$ cat config.mk
export PLATFORM = sky130hd
export DESIGN_NAME = seg_display_arbiter
export DESIGN_NICKNAME = d
export VERILOG_FILES = /design/src/rtl/seg_display_arbiter.sv
export SDC_FILE = /design/constraint.sdc
export NUM_CORES = 1
export LEC_CHECK = 0
export BUFFER_PORTS_ARGS = -buffer_cell sky130_fd_sc_hd__buf_2
export CAP_MARGIN = 20
export CORE_MARGIN = 4
export CORE_UTILIZATION = 50
export DETAILED_ROUTE_END_ITERATION = 10
export HOLD_SLACK_MARGIN = 0.15
export PLACE_DENSITY = 0.74
export SLEW_MARGIN = 20
export SYNTH_ARGS = -nofsm -noshare
export SYNTH_HDL_FRONTEND = slang
export SYNTH_SLANG_ARGS = --single-unit
$ cat constraint.sdc
create_clock -name clk -period 6.5 [get_ports clk]
set_clock_uncertainty 0.15 [all_clocks]
set_input_delay 0.65 -clock clk [delete_from_list [all_inputs] [get_ports clk]]
set_output_delay 0.65 -clock clk [all_outputs]
set_load 0.02 [all_outputs]
$ cat src/rtl/seg_display_arbiter.sv
// seg_display_arbiter
//   Owns the 16-bit value shown on the 4-digit seven-segment driver and shares
//   it between the CPU (MMIO writes) and a result source. A new owner keeps the
//   display for at least HOLD_CYCLES cycles; the current owner may update its
//   value at any time without extending the hold.
//
// Ports
//   clk         system clock
//   rst         asynchronous active-high reset
//   cpu_req     CPU request (level), cpu_data stable while high
//   cpu_data    CPU digits, [15:12]=digit3 ... [3:0]=digit0
//   cpu_ack     one-cycle pulse, cpu_data latched
//   res_req     result-source request (level)
//   res_data    result digits
//   res_ack     one-cycle pulse, res_data latched
//   clr         synchronous clear, overrides any grant
//   disp_data   value to the scan driver
//   disp_owner  00 none, 01 cpu, 10 res
//   hold_busy   high while the hold counter is non-zero
//   disp_blank  blank request to the driver
//
// Build option
//   SEG_BLINK_EN  when defined, disp_blank toggles every BLINK_HALF cycles while
//                 idle; otherwise disp_blank is tied low and BLINK_HALF unused.

module seg_display_arbiter #(
    parameter int unsigned HOLD_CYCLES = 50_000_000,
    parameter int unsigned CNT_W       = 26,
    parameter int unsigned BLINK_HALF  = 25_000_000
) (
    input  logic        clk,
    input  logic        rst,
    input  logic        cpu_req,
    input  logic [15:0] cpu_data,
    output logic        cpu_ack,
    input  logic        res_req,
    input  logic [15:0] res_data,
    output logic        res_ack,
    input  logic        clr,
    output logic [15:0] disp_data,
    output logic [1:0]  disp_owner,
    output logic        hold_busy,
    output logic        disp_blank
);

    localparam int unsigned DATA_W = 16;

    localparam logic [1:0] OWN_NONE = 2'b00;
    localparam logic [1:0] OWN_CPU  = 2'b01;
    localparam logic [1:0] OWN_RES  = 2'b10;

    // rr_last encoding: 0 = cpu won last, 1 = res won last
    localparam logic RR_CPU = 1'b0;
    localparam logic RR_RES = 1'b1;

    localparam logic [CNT_W-1:0] HOLD_RELOAD = CNT_W'(HOLD_CYCLES - 1);

    typedef enum logic [1:0] {
        ST_IDLE = 2'd0,
        ST_HOLD = 2'd1,
        ST_FREE = 2'd2
    } state_t;

    state_t              state_q;
    state_t              state_nxt;
    logic [CNT_W-1:0]    hold_cnt_q;
    logic [CNT_W-1:0]    hold_cnt_nxt;
    logic                rr_last_q;
    logic                rr_last_nxt;

    logic                arb_open;
    logic                cpu_elig;
    logic                res_elig;
    logic                grant_cpu;
    logic                grant_res;
    logic                owner_chg;

    logic [DATA_W-1:0]   disp_data_nxt;
    logic [1:0]          disp_owner_nxt;
    logic                cpu_ack_nxt;
    logic                res_ack_nxt;
    logic                hold_busy_nxt;

    // State and registered outputs
    always_ff @(posedge clk or posedge rst) begin
        if (rst) begin
            state_q    <= ST_IDLE;
            hold_cnt_q <= '0;
            rr_last_q  <= RR_CPU;
            disp_data  <= '0;
            disp_owner <= OWN_NONE;
            cpu_ack    <= 1'b0;
            res_ack    <= 1'b0;
            hold_busy  <= 1'b0;
        end else begin
            state_q    <= state_nxt;
            hold_cnt_q <= hold_cnt_nxt;
            rr_last_q  <= rr_last_nxt;
            disp_data  <= disp_data_nxt;
            disp_owner <= disp_owner_nxt;
            cpu_ack    <= cpu_ack_nxt;
            res_ack    <= res_ack_nxt;
            hold_busy  <= hold_busy_nxt;
        end
    end

    // Arbitration and next state; a requester whose ack is still high is
    // treated as not yet re-requesting.
    always_comb begin
        state_nxt    = state_q;
        hold_cnt_nxt = (hold_cnt_q != '0) ? hold_cnt_q - CNT_W'(1) : '0;
        grant_cpu    = 1'b0;
        grant_res    = 1'b0;
        owner_chg    = 1'b0;

        arb_open = (state_q == ST_IDLE) || (state_q == ST_FREE);
        cpu_elig = cpu_req && !cpu_ack && (arb_open || (disp_owner == OWN_CPU));
        res_elig = res_req && !res_ack && (arb_open || (disp_owner == OWN_RES));

        if (cpu_elig && res_elig) begin
            grant_res = (rr_last_q == RR_CPU);
            grant_cpu = (rr_last_q == RR_RES);
        end else begin
            grant_cpu = cpu_elig;
            grant_res = res_elig;
        end

        if ((state_q == ST_HOLD) && (hold_cnt_q <= CNT_W'(1))) begin
            state_nxt = ST_FREE;
        end

        owner_chg = (grant_cpu && (disp_owner != OWN_CPU)) ||
                    (grant_res && (disp_owner != OWN_RES));

        // A hold of a single cycle is already over by the next edge
        if (owner_chg) begin
            hold_cnt_nxt = HOLD_RELOAD;
            state_nxt    = (HOLD_CYCLES > 1) ? ST_HOLD : ST_FREE;
        end

        if (clr) begin
            grant_cpu    = 1'b0;
            grant_res    = 1'b0;
            state_nxt    = ST_IDLE;
            hold_cnt_nxt = '0;
        end
    end

    // Output values for the next cycle
    always_comb begin
        disp_data_nxt  = disp_data;
        disp_owner_nxt = disp_owner;
        cpu_ack_nxt    = 1'b0;
        res_ack_nxt    = 1'b0;
        rr_last_nxt    = rr_last_q;

        if (grant_cpu) begin
            disp_data_nxt  = cpu_data;
            disp_owner_nxt = OWN_CPU;
            cpu_ack_nxt    = 1'b1;
            rr_last_nxt    = RR_CPU;
        end else if (grant_res) begin
            disp_data_nxt  = res_data;
            disp_owner_nxt = OWN_RES;
            res_ack_nxt    = 1'b1;
            rr_last_nxt    = RR_RES;
        end

        if (clr) begin
            disp_data_nxt  = '0;
            disp_owner_nxt = OWN_NONE;
        end

        hold_busy_nxt = (hold_cnt_nxt != '0);
    end

`ifdef SEG_BLINK_EN
    logic [CNT_W-1:0] blink_cnt_q;
    logic [CNT_W-1:0] blink_cnt_nxt;
    logic             disp_blank_nxt;

    // Idle blink; restarts whenever the display leaves idle or is cleared
    always_comb begin
        blink_cnt_nxt  = '0;
        disp_blank_nxt = 1'b0;
        if ((state_nxt == ST_IDLE) && !clr) begin
            if (blink_cnt_q == CNT_W'(BLINK_HALF - 1)) begin
                blink_cnt_nxt  = '0;
                disp_blank_nxt = !disp_blank;
            end else begin
                blink_cnt_nxt  = blink_cnt_q + CNT_W'(1);
                disp_blank_nxt = disp_blank;
            end
        end
    end

    always_ff @(posedge clk or posedge rst) begin
        if (rst) begin
            blink_cnt_q <= '0;
            disp_blank  <= 1'b0;
        end else begin
            blink_cnt_q <= blink_cnt_nxt;
            disp_blank  <= disp_blank_nxt;
        end
    end
`else
    logic blink_unused;
    assign blink_unused = |BLINK_HALF;
    assign disp_blank   = 1'b0;
`endif

endmodule
== Word level (Yosys, flattened, before mapping) ==
Index checks and enable logic that the tools add are counted.

* Bits in registers: 50
* Bits in latches: 0
* Bits in writable memories: 0
* ROM bits: 0
* Input port bits: 37
* Output and inout bits: 22
* Logic and storage cells: 58
* Memories: 0

* $add $sub $neg: 1
* Multiply operators: 0
* Div/mod/pow operators: 0
* Order comparisons: 1
* Eq/ne operators: 6
* Shifts and indexed selects: 0
* Mux-type cells: 21
* Bitwise operators: 1
* Reduce and logical (&&, ||, !) cells: 20

{| class="wikitable"
|+ Operator list
! kind !! number
|-
| two-way mux 26 bit || 3
|-
| nonzero test 26 bit || 2
|-
| two-way mux 16 bit || 3
|-
| <= comparator 26 x 1 -> 1 bit (second input constant) || 1
|-
| subtractor 26 x 1 -> 26 bit (second input constant) || 1
|-
| two-way mux 2 bit || 6
|-
| two-way mux 1 bit || 9
|-
| logical AND 1 bit || 8
|-
| nonzero test 3 bit || 2
|-
| == test 2 x 1 -> 1 bit (second input constant) || 2
|-
| == test 2 bit (second input constant) || 2
|-
| logical OR 1 bit || 4
|-
| logical NOT 1 bit || 2
|-
| logical NOT 2 bit || 1
|-
| inequality test 2 x 1 -> 1 bit (second input constant) || 1
|-
| inequality test 2 bit (second input constant) || 1
|-
| nonzero test 2 bit || 1
|-
| NOT 1 bit || 1
|}

== Depth between registers and ports, before layout ==
Gate-level depths: netlist of the first run.

* Depth after elaboration: 11
* Gate-level depth with buffers: 9
* Depth with buffers taken out: 9

== Least setup slack after synthesis of the first run ==
OpenSTA, ideal clock, no wires.

* Path type: reg-to-reg
* From: register hold_cnt_q[6]
* To: register hold_busy
* Library setup time: 0.124 ns
* Arrival time: 2.762 ns
* Data required time: 6.226 ns
* Setup slack: 3.464 ns
* Stages on the path, launching flop included: 8
* Buffers on the path: 0
* Clock period less this slack: 3.036 ns
* Cells stage by stage: dfrtp_1 nor4_1 nand3_1 or4_2 xor2_1 a41oi_1 or3_1 a211o_1

* Word-level cells in the longest chain between the ends: 5
* Elaborated cells on any way between the ends: 6
* Those cells by class: add/sub (1); mux (3); reduce/logical (2)

{| class="wikitable"
|+ RTL lines
! element !! line !! source
|-
| start, declared || 66 || <nowiki>logic [CNT_W-1:0] hold_cnt_q;</nowiki>
|-
| start signal, assigned || 97 || <nowiki>hold_cnt_q <= hold_cnt_nxt;</nowiki>
|-
| subtractor 26 x 1 -> 26 bit / nonzero test 26 bit (equally long branches) || 111 || <nowiki>hold_cnt_nxt = (hold_cnt_q != '0) ? hold_cnt_q - CNT_W'(1) : '0;</nowiki>
|-
| two-way mux 26 bit * || 111 ||
|-
| two-way mux 26 bit * || 136 || <nowiki>if (owner_chg) begin</nowiki>
|-
| two-way mux 26 bit * || 141 || <nowiki>if (clr) begin</nowiki>
|-
| nonzero test 26 bit * || 174 || <nowiki>hold_busy_nxt = (hold_cnt_nxt != '0);</nowiki>
|-
| named net hold_busy_nxt || 82 || <nowiki>logic hold_busy_nxt;</nowiki>
|-
| end signal, assigned || 103 || <nowiki>hold_busy <= hold_busy_nxt;</nowiki>
|-
| end, declared || 42 || <nowiki>output logic hold_busy,</nowiki>
|}

Mark *: on every way through the listed nets, which the timed path passes. The rest lies on a longest branch.
A chain may end at the register's enable or synchronous reset.

== Worst setup path after layout of the first run ==
* From: register hold_cnt_q[7]
* To: register hold_busy

Same word-level chain as after synthesis.

==> results of run 1 <==
==> layout make-up <==
cell class                      instances  area, um^2  area share
Clock inverter                          2        37.5      0.0119
Tap cell                               70        87.6      0.0277
Sequential cell                        50        1250       0.395
Clock buffer                            6        72.6      0.0229
Multi-Input combinational cell        214        1370       0.434
Timing Repair Buffer                   60         312      0.0984
Inverter                                8        31.3     0.00988
==> metrics by stage <==
step | util | power [uW] | worst slack [ns] | hold slack [ns]
3_5_place_dp | 0.583 | 870 | 2.89 | 0.359
2_1_floorplan | - | 762 | 3.46 | 0.333
6_report | 0.608 | 1090 | 2.80 | 0.343
5_1_grt | 0.608 | 1170 | 2.59 | 0.401
4_1_cts | 0.604 | 1090 | 2.83 | 0.372
3_3_place_gp | 0.583 | 859 | 2.97 | 0.347
==> registers in the layout (all words and copies together) (netlist names) <==
register    cells
rr_last_q       1
hold_cnt_q     26
disp_data      16
disp_owner      2
state_q         2
res_ack         1
cpu_ack         1
hold_busy       1
==> worst max path at each step <==
stage	slack, ns	endpoint	cells past startpoint	from
2_1_floorplan	3.46	hold_busy	7	hold_cnt_q[6]
3_3_place_gp	2.97	hold_busy	7	hold_cnt_q[7]
3_5_place_dp	2.89	hold_busy	7	hold_cnt_q[7]
4_1_cts	2.83	hold_busy	7	hold_cnt_q[7]
5_1_grt	2.59	hold_busy	7	hold_cnt_q[7]
6_report	2.80	hold_busy	7	hold_cnt_q[7]
==> critical path: stages, from the launching register on <==
cell     delay [ns]
dfrtp_1        0.45
nor4_1         0.77
nand3_1        0.49
or4_2          0.69
xor2_1         0.26
a41oi_1        0.17
or3_1          0.34
a211o_1        0.28
==> cell usage in the layout, fill, tap and decap left out, drive strengths merged <==
master / Yosys / routed
nand3: 5 / 5
nor2: 38 / 38
nand2b: 4 / 4
o31a: 1 / 1
nor3: 10 / 10
nor3b: 2 / 2
buf: 3 / 60
a211oi: 17 / 17
nor4: 9 / 9
or4: 5 / 5
dfrtp: 50 / 50
a2111oi: 1 / 1
xnor2: 9 / 9
o31ai: 2 / 2
clkinvlp: 0 / 1
xor2: 10 / 10
or3: 3 / 3
ha: 2 / 2
nand4: 3 / 3
nand2: 24 / 24
bufinv: 0 / 1
a21oi: 24 / 24
o21ai: 6 / 6
a31o: 1 / 1
a21o: 2 / 2
o41ai: 1 / 1
nor2b: 5 / 5
a41oi: 1 / 1
clkbuf: 12 / 6
o2111ai: 1 / 1
inv: 8 / 7
o2111a: 1 / 1
conb: 1 / 1
o21a: 1 / 1
and2: 1 / 1
a211o: 2 / 2
mux2i: 17 / 17
clkinv: 0 / 1
or2: 5 / 5
==> kinds of logic after synthesis <==
group                    share of synthesized area
other                                      0.00138
AO/OA/AOI/OAI                                0.146
XOR/XNOR                                    0.0610
flip-flops                                   0.459
AND/OR/NAND/NOR                              0.219
multiplexers                                0.0624
buffers and inverters                       0.0422
adder cells (fa/ha/maj)                    0.00918
==> power breakdown <==
group	switching [uW]	internal (uW)	total, uW
Sequential	68.6	377	446
Combinational	254	173	427
Clock	104	115	219
Total	427	665	1090
==> layer usage <==
metal  track usage  vias up
met4        0.0515        0
met5             0        -
li1              -     1118
met3        0.0384        7
met2         0.309       53
met1         0.277     1080
==> out/metrics.yaml, run 1 <==
antenna_found_initial: 0
r2r-start: "hold_cnt_q[7]"
die_x_um: 81.8
clock-sinks: 50
met1Wirelength_mm: 2.83
yosysSeqAreaShare: 0.459
required_ns: 6.55
grt_pass1_wl_mm: 10.4
die_h_um: 81.8
met3WireLength_um: 291
relSlewSlack: 0.414
io_pins: 59
cts.reportedPaths.clkPinSlew_ns: 0.09
grt_overflow_total: 0
arrival_ns: 3.75
instances_no_fill: 410
max-vdd-ir-drop_v: 0.000157
power.density_mw_per_mm2: 345
highest_layer: "met4"
diodes: 0
synthTopCellsByArea: "dfrtp_1 (46%), mux2i_1 (6.2%), nor2_1 (5.2%)"
reg2reg_to: "hold_busy"
p_leak_uw: 0.00147
via_count: 2258
synth_edf_count: 0
cts_root_buffer: "clkbuf_8"
rr_worst_depth: 7
synth-seq-cells: 50
max_freq_mhz: 270
cts_tree: "yes"
dp.cells: 401
dpl_cell_area_mm2: 0.00304
ys_types: 49
drive_gt1_frac: 0.259
crit_path_start_kind: "register"
drv_cap: 0
port_buffers: 57
ant_nets: 0
dr.pass1.iters: 4
rsz0062_at_grt: "false"
synth_area_leader_cell: "dfrtp_1"
nets: 378
dp_hpwl_mm: 4.37
endpoint_kind: "register"
synthesis.area_mm2: 0.00273
status: "completed"
synthMostInstantiatedCell: "dfrtp_1"
track_usage: 0.196
synthArstFlopShare: 1.00
final_area_mm2: 0.00317
yosysWarnings: 0
ctsLongestPathBuffers: 2
worstMarginPinSlew_ns: 0.871
crit_fanout: 9
routed-wl-met2_mm: 3.17
hold_buffers: 0
htree_levels: 2
synth_common_cells: "dfrtp_1 (50), nor2_1 (38), a21oi_1 (24)"
ys_dominant_reg_cell: "dfrtp_1"
core_area_mm2: 0.00520
via_per_inst: 5.51
min_path_type: "input port to async pin"
insertion_delay_ns: 0.30
syn_nets: 326
final-setup-viol-count: 0
fillCellCount: 456
wl_per_cell_um: 15.5
wl_mm: 6.35
netlist_instances: 287
tns_ns: 0
cts_resized: 0
critPathKind: "register to register"
reg2reg_slack_ns: 2.80
dieArea_mm2: 0.00670
fp-row-count: 26
finalHoldViolCount: 0
cts_setup_buffers: 0
grt_max_degree: 51
cts_buffers: 5
gp_congestion: 0.852
grt_pass1_vias: 2191
report.final.slew_viol_count: 0
fin_crit_ns: 3.70
drc: 0
drt_iter0_drc: 232
fin_crit_sh: 0.570
start_util: 0.524
netlist.area_leader.share: 0.459
syn_to_final_growth_pct: 16.1
syn_area_per_cell_um2: 9.50
Power figures use the tool's default switching activity.
==> inputs of run 2 (changes only) <==
- ABC_AREA: not set -> 1
- PLACE_DENSITY: 0.74 -> 0.76
- clock period: 6.5 -> 3.2 ns (I/O delays scaled with it)
==> run 2 against run 1 <==
Area after synthesis increased by 10%. Critical endpoint is now disp_data[11]. Register-to-register slack got worse by 2.4 ns. Via count increased by 36%. Critical path depth increased by 2. Core utilization increased by 3.1 points. Setup slack got worse by 2.5 ns. Hold slack got worse by 0.18 ns. Sequential power increased by 110%. Sequential share of layout area decreased by 6.3 points. Die area increased by 9.4%.
==> out/metrics.yaml, run 2 <==
status: "completed"
diodes: 0  # unchanged
syn_to_final_growth_pct: 25.0
grt_pass1_vias: 3147  # +44%
dpl_cell_area_mm2: 0.00333  # +9.8%
dieArea_mm2: 0.00733  # +9.4%
worstMarginPinSlew_ns: 0.842  # -0.0291 ns
cts_buffers: 5  # unchanged
dp.cells: 552  # +38%
min_path_type: "input port to register"
layout_commonest_cell: "nand2_1"
required_ns: 3.24  # -3.31 ns
reg2reg_slack_ns: 0.36  # -2.44 ns
insertion_delay_ns: 0.31  # about the same
max_freq_mhz: 344
report.final.slew_viol_count: 0  # unchanged
track_usage: 0.245  # +0.0485
gp_congestion: 0.971  # +14%
rr_worst_depth: 9  # +2
synth-seq-cells: 50  # unchanged
final-setup-viol-count: 0  # unchanged
yosysWarnings: 0  # unchanged
crit_fanout: 34  # +25
ys_dominant_reg_cell: "dfrtp_1"
finalHoldViolCount: 0  # unchanged
synth_area_leader_cell: "dfrtp_1"
netlist_instances: 430  # +50%
ctsLongestPathBuffers: 2  # unchanged
dr.pass1.iters: 5  # +1
crit_path_start_kind: "input port"
fin_ws_ns: 0.290  # -2.51 ns
final_area_mm2: 0.00376  # +19%
synthArstFlopShare: 1.00  # unchanged
synthMostInstantiatedCell: "nand2_1"
cts_tree: "yes"
core_area_mm2: 0.00589  # +13%
syn_nets: 469  # +44%
grt_overflow_total: 0  # unchanged
reg2reg_to: "disp_data[15]"
p_sw_frac: 0.450  # +0.0587
fin_crit_sh: 0.909
hold_end: "disp_data[10]"
final_cell_mix: "nand2_1 (124), nor2_1 (69), buf_2 (57), dfrtp_1 (50), inv_1 (49)"
drv_cap: 0  # unchanged
drt_iter0_drc: 192  # -17%
r2r-start: "disp_owner[1]"
hold_path.startpoint: "res_data[10]"
whs_path_depth: 3
io_pins: 59  # unchanged
synth_common_cells: "nand2_1 (124), nor2_1 (69), dfrtp_1 (50), inv_1 (50), nand3_1 (46)"
die_h_um: 85.6  # +4.6%
power.density_mw_per_mm2: 687  # +99%
rsz0062_at_grt: "false"
largest_reg_flops: 26  # unchanged
antenna_found_initial: 0  # unchanged
grt_max_degree: 51  # unchanged
max-vdd-ir-drop_v: 0.000364  # +130%
tns_ns: 0  # unchanged
syn_area_per_cell_um2: 7.00  # -26%
fin_crit_ns: 2.91
p_leak_uw: 0.00208  # +42%
wl_mm: 8.41  # +32%
p_int_uw: 1420  # +110%
cts.reportedPaths.clkPinSlew_ns: 0.09  # about the same
seqPwrFrac: 0.361  # -0.047
pwr-share-comb: 0.492  # +0.101
port_buffers: 57  # unchanged
netlist.area_leader.share: 0.415  # -0.0435
utilization: 0.639  # +0.0313
dp_hpwl_mm: 5.65  # +29%
relSlewSlack: 0.438  # +0.0241
nets: 556  # +47%
htree_levels: 2  # unchanged
fp-row-count: 28  # +7.7%
cts_root_buffer: "clkbuf_8"
via_count: 3060  # +36%
ant_nets: 0  # unchanged
drc: 0  # unchanged
start_util: 0.512  # -0.0121
critPathKind: "input port to register"
top_regs: "hold_cnt_q x26, disp_data x16"
endpoint_kind: "register"
netSwitchingPower_uw: 1160  # +170%
synthTopCellsByArea: "dfrtp_1 (42%), nand2_1 (15%), nor2_1 (8.6%)"
arrival_ns: 2.95  # -0.80 ns
top_register: "hold_cnt_q"
clock-sinks: 50  # unchanged
wl_per_cell_um: 14.2  # -8.5%
ys_types: 31  # -37%
grt_pass1_wl_mm: 14.3  # +37%
pre_cts_ws_ns: 0.793  # -2.09 ns
yosysSeqAreaShare: 0.415  # -0.0435
synthesis.area_mm2: 0.00301  # +10%
synth_edf_count: 0  # unchanged
via_per_inst: 5.16  # -6.3%
die_x_um: 85.6  # +4.6%
power_frac_clock: 0.147  # -0.053
drive_gt1_frac: 0.170  # -0.0889
instances_no_fill: 593  # +45%
-- run 2: cell count changes in the layout (fill, tap and decap cells not counted), moves of 6 or more --
| cell | previous run | this run |
|---|---|---|
| nor3_1 | 10 | 2 |
| a31oi_1 | 0 | 16 |
| nor2_2 | 1 | 8 |
| inv_1 | 7 | 49 |
| a21oi_1 | 24 | 5 |
| a211oi_1 | 17 | 0 |
| dlygate4sd3_1 | 0 | 33 |
| mux2i_1 | 17 | 0 |
| nand2_1 | 23 | 124 |
| nand4_1 | 2 | 8 |
| nand3_1 | 5 | 46 |
| xnor2_1 | 9 | 2 |
| nor2_1 | 37 | 69 |
| nor4_1 | 8 | 0 |
-- run 2: timing repair --
action                                 in CTS  in global routing
hold buffers                               32                  1
endpoints found under the hold margin      17                 50
setup endpoints to repair                   0                 15
resized for setup                           0                  2
buffers inserted                            0                  0
-- run 2: how the worst max path moves through the flow --
stage | end | startpoint | depth (start not counted)
5_1_grt | disp_data[5] | clr | 9
3_5_place_dp | rr_last_q | disp_owner[1] | 9
3_3_place_gp | rr_last_q | disp_owner[1] | 9
2_1_floorplan | hold_busy | hold_cnt_q[0] | 14
6_report | disp_data[11] | clr | 9
4_1_cts | disp_data[8] | clr | 9
-- run 2: cells by family after synthesis --
kind of cell / Yosys count / share of synthesized area
xor gates and xnor gates: 8 / 0.0233
buffers and inverters: 65 / 0.0906
and+or+nand+nor: 272 / 0.400
AOI/OAI and AO/OA: 32 / 0.0607
adders and majority gates: 2 / 0.00831
other: 1 / 0.00125
DFF: 50 / 0.415
-- run 2: stage by stage --
stage / total power (uW) / hold slack (ns)
6_report: 2590 / 0.163
5_1_grt: 2810 / 0.170
4_1_cts: 2570 / 0.151
3_5_place_dp: 2080 / 0.360
3_3_place_gp: 2050 / 0.362
2_1_floorplan: 1790 / 0.325
-- run 2: power groups by stage --
| stage | Clock, uW | Sequential, uW | Combinational (uW) |
|---|---|---|---|
| 3_5_place_dp | 0 | 937 | 1140 |
| 3_3_place_gp | 0 | 936 | 1120 |
| 2_1_floorplan | 0 | 1000 | 785 |
| 5_1_grt | 421 | 953 | 1440 |
| 6_report | 381 | 934 | 1270 |
| 4_1_cts | 393 | 930 | 1250 |
-- run 2: per-layer routing --
metal	vias up	wire length, um	track usage	part of all wire
met4	0	314	0.117	0.037
met5	-	0	0	0
li1	1523	-	-	-
met3	30	530	0.0500	0.063
met2	118	4280	0.426	0.51
met1	1389	3280	0.288	0.39
-- run 2: layout make-up --
cell class | count | area [um^2]
clock buffer | 7 | 86.3
fill | 512 | 2120
clock inverter | 1 | 5.00
tap | 75 | 93.8
multi-input combinational | 315 | 1490
sequential | 50 | 1250
timing repair buffer | 92 | 631
inverter | 53 | 204
-- run 2: critical path, cell delays in order --
cell           delay, ns
dlygate4sd3_1       0.52
buf_2               0.24
clkinvlp_4          0.42
nand3_1             0.29
nand3_1             0.10
buf_4               0.26
nor2_1              0.14
a31oi_1             0.05
dlygate4sd3_1       0.59
